===== src/rtl/register_bank.sv =====
// register_bank: 32-entry, 2-read/1-write RV32I integer register file.
// Entry 0 reads as constant zero; reads are combinational, writes clocked.

// One-hot decoder: decoded[i] = enable && (encoded == i).
module register_bank_decoder #(
   parameter int unsigned W = 5
) (
   input  logic              enable,
   input  logic [W-1:0]      encoded,
   output logic [(2**W)-1:0] decoded
);

   localparam int unsigned NUM_OUT = 2 ** W;

   // Compare the encoded value against every output index.
   always_comb begin
      decoded = '0;
      for (int unsigned i = 0; i < NUM_OUT; i++) begin
         decoded[i] = enable && (encoded == W'(i));
      end
   end

endmodule

// Enable-gated register with synchronous active-high reset; rst beats ena.
module register_bank_reg #(
   parameter int unsigned N = 32
) (
   input  logic         clk,
   input  logic         rst,
   input  logic         ena,
   input  logic [N-1:0] d,
   output logic [N-1:0] q
);

   logic [N-1:0] q_d;
   logic [N-1:0] q_q;

   // Load new data only when enabled, otherwise hold.
   always_comb begin
      q_d = q_q;
      if (ena) begin
         q_d = d;
      end
   end

   // State register; reset wins over any pending load.
   always_ff @(posedge clk) begin
      if (rst) begin
         q_q <= '0;
      end else begin
         q_q <= q_d;
      end
   end

   assign q = q_q;

endmodule

// Top level: decoder, 31 storage registers, two independent read muxes.
module register_bank #(
   parameter int unsigned REG_WIDTH = 32
) (
   input  logic                 clk,
   input  logic                 rst,
   input  logic                 wrEna,
   input  logic [4:0]           wrAddr,
   input  logic [REG_WIDTH-1:0] wrData,
   input  logic [4:0]           rdAddr0,
   input  logic [4:0]           rdAddr1,
   output logic [REG_WIDTH-1:0] rdData0,
   output logic [REG_WIDTH-1:0] rdData1
);

   localparam int unsigned ADDR_W      = 5;
   localparam int unsigned NUM_ENTRIES = 2 ** ADDR_W;

   logic [NUM_ENTRIES-1:0] wr_dec;
   logic [REG_WIDTH-1:0]   entry [NUM_ENTRIES];
   logic                   unused_dec0;

   // Write-address decode into per-entry load enables.
   register_bank_decoder #(
      .W (ADDR_W)
   ) u_dec (
      .enable  (wrEna),
      .encoded (wrAddr),
      .decoded (wr_dec)
   );

   // x0 has no storage, so its enable is intentionally dropped.
   assign unused_dec0 = wr_dec[0];
   assign entry[0]    = '0;

   // Entries 1..31 each get their own enable-gated register.
   for (genvar g = 1; g < NUM_ENTRIES; g++) begin : g_entry
      register_bank_reg #(
         .N (REG_WIDTH)
      ) u_reg (
         .clk (clk),
         .rst (rst),
         .ena (wr_dec[g]),
         .d   (wrData),
         .q   (entry[g])
      );
   end

   // Combinational read ports, no write bypass.
   assign rdData0 = entry[rdAddr0];
   assign rdData1 = entry[rdAddr1];

endmodule


===== config.mk =====
export PLATFORM = sky130hd
export DESIGN_NAME = register_bank
export DESIGN_NICKNAME = d
export VERILOG_FILES = /design/src/rtl/register_bank.sv
export SDC_FILE = /design/constraint.sdc
export NUM_CORES = 2
export LEC_CHECK = 0
export CAP_MARGIN = 5
export CORE_MARGIN = 5
export CORE_UTILIZATION = 30
export DETAILED_ROUTE_END_ITERATION = 12
export HOLD_SLACK_MARGIN = 0.02
export SLEW_MARGIN = 20
export SYNTH_ARGS = -nofsm -noshare
export SYNTH_HDL_FRONTEND = slang
export SYNTH_SLANG_ARGS = --single-unit

===== constraint.sdc =====
create_clock -name clk -period 4.21 [get_ports clk]
set_clock_uncertainty 0.15 [all_clocks]
set_input_delay 0.6315 -clock clk [delete_from_list [all_inputs] [get_ports clk]]
set_output_delay 0.6315 -clock clk [all_outputs]
set_load 0.005 [all_outputs]

### Word level (Yosys, flattened, before mapping)

Index checks and enable logic that the tools add are counted.

| operators by class | value |
|---|---|
| order comparisons | 2 |
| eq/ne operators | 31 |
| muxes and demuxes | 6 |
| bitwise gates (word level) | 2 |
| reductions and logical operators | 31 |

Operator list:

| operator | count |
|---|---|
| binary-select mux 32 bit (select 5 bit) | 2 |
| 2-to-1 mux 32 bit | 4 |
| == test 5 bit, second input constant | 16 |
| == test 5 x 4 -> 1 bit, second input constant | 8 |
| logical AND 1 bit | 31 |
| == test 5 x 3 -> 1 bit, second input constant | 4 |
| >= comparator 6 bit, second input constant | 2 |
| NOT 5 -> 6 bit | 2 |
| == test 5 x 2 -> 1 bit, second input constant | 2 |
| == test 5 x 1 -> 1 bit, second input constant | 1 |

| word-level totals | value |
|---|---|
| register bits after elaboration | 992 |
| input bits | 50 |
| output and inout bits | 64 |
| word-level logic and storage cells | 103 |

### Depth between registers and ports, before layout

| logic depth | value |
|---|---|
| depth in word-level cells | 4 |
| mapped depth | 9 |

### Modules after synthesis

A second synthesis with hierarchy kept.

| unflattened totals | value |
|---|---|
| cell total of the unflattened synthesis | 4650 |
| area total of the unflattened synthesis | 52459.1 um2 |

By module, submodules not included:

| module | instances | cells each | area each (um2) |
|---|---|---|---|
| register_bank_reg | 31 | 103 | 1163.6 |
| register_bank | 1 | 1410 | 16156.7 |
| register_bank_decoder | 1 | 47 | 230.2 |

### Worst setup path after synthesis

Ideal clock, no wire load.

| timing path | value |
|---|---|
| path type | input port to output port |
| start point | in rdAddr0[1] |
| end point | out rdData0[10] |
| arrival | 2.003 ns |
| path slack | 1.425 ns |
| cell stages on the path | 7 |
| path through | buf_2 -> clkbuf_1 -> mux2_2 -> a221oi_1 -> nor3_1 -> a31oi_1 -> nand3_1 |

| on the way | value |
|---|---|
| word-level cells in the longest chain between the ends | 4 |

Ends and longest elaborated chain:

| what | RTL line | text |
|---|---|---|
| start, declared | 69 | `input logic [4:0] rdAddr0,` |
| NOT 5 -> 6 bit (not written as such) | 109 | `assign rdData0 = entry[rdAddr0];` |
| binary-select mux 32 bit (select 5 bit) | 109 |  |
| 2-to-1 mux 32 bit (not written as such) (2 in a row) | 109 |  |
| end, declared | 71 | `output logic [REG_WIDTH-1:0] rdData0,` |

No other way between the ends. The select of a mux whose other input is x is not followed.

### Worst setup path after layout

| timing path | value |
|---|---|
| start point | in rdAddr1[0] |
| end point | out rdData1[21] |

| on the way | value |
|---|---|
| word-level cells in the longest chain between the ends | 4 |

Ends and longest elaborated chain:

| what | RTL line | text |
|---|---|---|
| start, declared | 70 | `input logic [4:0] rdAddr1,` |
| NOT 5 -> 6 bit (not written as such) | 110 | `assign rdData1 = entry[rdAddr1];` |
| binary-select mux 32 bit (select 5 bit) | 110 |  |
| 2-to-1 mux 32 bit (not written as such) (2 in a row) | 110 |  |
| end, declared | 72 | `output logic [REG_WIDTH-1:0] rdData1` |

No other way between the ends. The select of a mux whose other input is x is not followed.

==> results by group <==
STA
  – RSZ-0062 raised after global routing: no
  – Min Tclk post-route: ~4.2 ns
  – Slew @ Worst Pin: 1.06 ns
  – Count of final setup violators: 0
  – Final hold viol count: 0
  – Rel. slew slack: between 20% and 30%
  – Period utilization: 99.5%
  – Slew Viols, Final: 0
  – Achievable Freq: 239 MHz

GRT
  – Global route overflow: 0
  – Initial antenna violation count: 14
  – Largest net degree at the start of global routing: 113
  – First-pass GRT wire length: 300 mm
  – Vias in the first global route: 46486
  – GRT Util Overall: 21.6%

Setup path
  – Worst R2R Path Depth: 2
  – Setup crit start kind: primary input
  – Bufs and invs on worst path: 3
  – Crit path max-delay family: buffers and inverters
  – Critical Path Fanout Max: 12
  – CP Data Required Time: 3.43 ns
  – Setup CP Type: primary input to primary output
  – CP arrival: about 3.4 ns
  – Crit path from: rdAddr1[0]
  – Worst stage delay on the critical path: 0.54 ns
  – Reg2Reg Launch Point: g_entry[13].u_reg.q[20]
  – Crit. End Element: primary output
  – Slowest-stage cell, CP: clkdlybuf4s50_1
  – Flop2flop setup slack: 3.35 ns
  – Most frequent CP cell: buf_4
  – Worst r2r dst: g_entry[13].u_reg.q[20]
  – Cells along the critical path: buf_4 -> buf_4 -> mux2_2 -> a221oi_1 -> nor3_1 -> a31oi_1 -> nand3_1 -> clkdlybuf4s50_1

Logic synthesis
  – Post-synthesis sequential area ratio: about two fifths
  – Syn avg cell area: 7.80 sq um
  – Synth top area share: 38.7%
  – Synth area leaders: dfxtp_1 39%, nand2_1 16%, mux2i_1 15%
  – Ys Warns: 0
  – Cell with the most instances after synthesis: nand2_1
  – Area of the mapped netlist: 51400 sq um
  – Asr flop ratio synth: 0%
  – Post-Synthesis Cells: 6580
  – Synth cell count leaders: 2147 x nand2_1, 1120 x a21oi_1, 992 x dfxtp_1
  – Synth unique cells: 31
  – Post-synth top area cell: dfxtp_1
  – EDFF count, synth: 0
  – Mapped Nets: 6630
  – Dominant synthesized flop cell: dfxtp_1
  – #FFs+latches synth: 992

Run
  – Max-cap violations: 0

Drt
  – Iteration count of the initial detailed-routing pass: 12
  – Final wirelength: 204 mm
  – Vias per Instance: about 5.6
  – Drc violations: 2
  – WL/cell: 23.4 um
  – Initial DRC count: 5756
  – Final antenna-violating net count: 0
  – Via count: 49209

Cells and area
  – Layout net count: approximately 6500
  – Filler instances: 17339
  – Final Util: between 30% and 40%
  – Final Instance Area: 59300 sq um
  – P&R area growth vs syn: 15.5%
  – Largest register FFs: roughly 990
  – Share of layout cells above drive strength 1: 10.0%

Clocking
  – Clock insertion delay at the later pin of the skew report: 0.69 ns
  – Max Buffers Root-to-Sink: 3
  – Cell chosen for the clock root: clkbuf_16
  – H-Tree Depth: 3
  – CTS buffer count: 102
  – # clock sinks: 992
  – CTS tree: built
  – Worst-path clk slew: roughly 0.060 ns
  – Hold buffer count at cts: 0

Floorplanning
  – Core area: 170000 sq um
  – Top Ports: 114
  – Die area: around 180000 sq um
  – Initial Utilization: around 30%
  – Die height: 424 um
  – # rows: ~150
  – Die X: 424 um

Placement
  – Area after DPL: 55700 sq um
  – Final GP Congestion: a little under 0.9
  – Hpwl dp: 123 mm
  – PortBufs: 113

Power and ir drop
  – Power density cells: between 300 and 400 nW/um^2
  – P_leak: ~21 nW
  – Max VDD drop: 0.294 mV

Min path
  – Worst Hold End: g_entry[6].u_reg.q[31]
  – Hold depth: 2
  – HP Class: register to register
  – Hold Crit Start: g_entry[6].u_reg.q[31]

Run status
  – Status: finished with violations
  – Violated checks: DRC
power by group:
group          internal (mW)  switching (mW)  leakage, nW
combinational          0.840            1.59         11.0
clock                   5.59            4.01         1.73
sequential              9.45          0.0501         8.00
total                   15.9            5.65         20.7
cell type report:
cell class | instances | area, sq um | area share, %
clock buffers | 144 | 2980 | 5.03
well taps | 2218 | 2780 | 4.68
multi-input cells | 4936 | 28900 | 48.8
flip-flops and latches | 992 | 19900 | 33.5
clock inverters | 40 | 513 | 0.865
repair buffers | 381 | 4220 | 7.11
diodes | 8 | 20.0 | 0.0338
cells in the final DEF, fill, tap and decap left out, types with 11 or more instances in the layout:
cell             instances
mux4_2                  64
buf_4                  183
clkbuf_1                15
nand2_1               2129
nand3_1                191
mux2i_1                768
clkinv_2                20
bufinv_16               11
buf_12                  87
clkdlybuf4s50_1        103
clkbuf_8                27
nor2_4                  14
clkbuf_16              102
a31oi_1                 63
dfxtp_1                992
a22oi_1                256
a221oi_1                64
a21oi_1               1120
nor3_1                  65
nand2_2                 18
nor2b_1                 66
mux2_2                  64
kinds of logic after synthesis:
| kind of cell | synth area share (%) |
|---|---|
| simple gates | 20.1 |
| flops | 38.7 |
| mux | 19.2 |
| buf+inv | 5.54 |
| compound gates | 16.5 |
layer usage:
metal  track usage (%)  vias to the layer above  share of wire (%)
met3              3.83                      695                8.7
li1                  -                    22282                  -
met5                 0                        -              0.030
met4              13.9                       10                6.8
met2              34.7                     2589                 46
met1              26.7                    23633                 39
what timing repair did:
action | CTS | global route
gates resized for setup | 2 | 1
endpoints found under the setup margin | 3 | 1
setup buffers | 2 | 0
pin swaps | 1 | 0
through the flow:
stage	hold slack, ns	power (mW)	cells	setup TNS (ns)	setup slack (ns)
floorplan	0.292	11.0	6580	0	1.43
global placement	0.298	12.1	8525	-0.308	-0.240
detailed placement	0.306	12.1	8525	-0.278	-0.242
CTS	0.281	21.6	8711	0	0.107
global route	0.329	22.1	8718	0	0.00933
finish	0.314	21.5	8719	0	0.0192
worst max-delay path by stage:
stage / to / slack (ns) / cells after the start
final: rdData1[21] / 0.02 / 8
after CTS: rdData0[14] / 0.11 / 9
after floorplan: rdData0[10] / 1.43 / 7
after global routing: rdData0[31] / 0.009 / 8
after global placement: rdData0[14] / -0.24 / 8
after detailed placement: rdData0[14] / -0.24 / 8
worst register-to-register path, stage by stage (launching register included):
cell	delay, ns
dfxtp_1	0.36
nand2_1	0.07
a21oi_1	0.19
No activity file was read; power rests on OpenSTA's default activity.
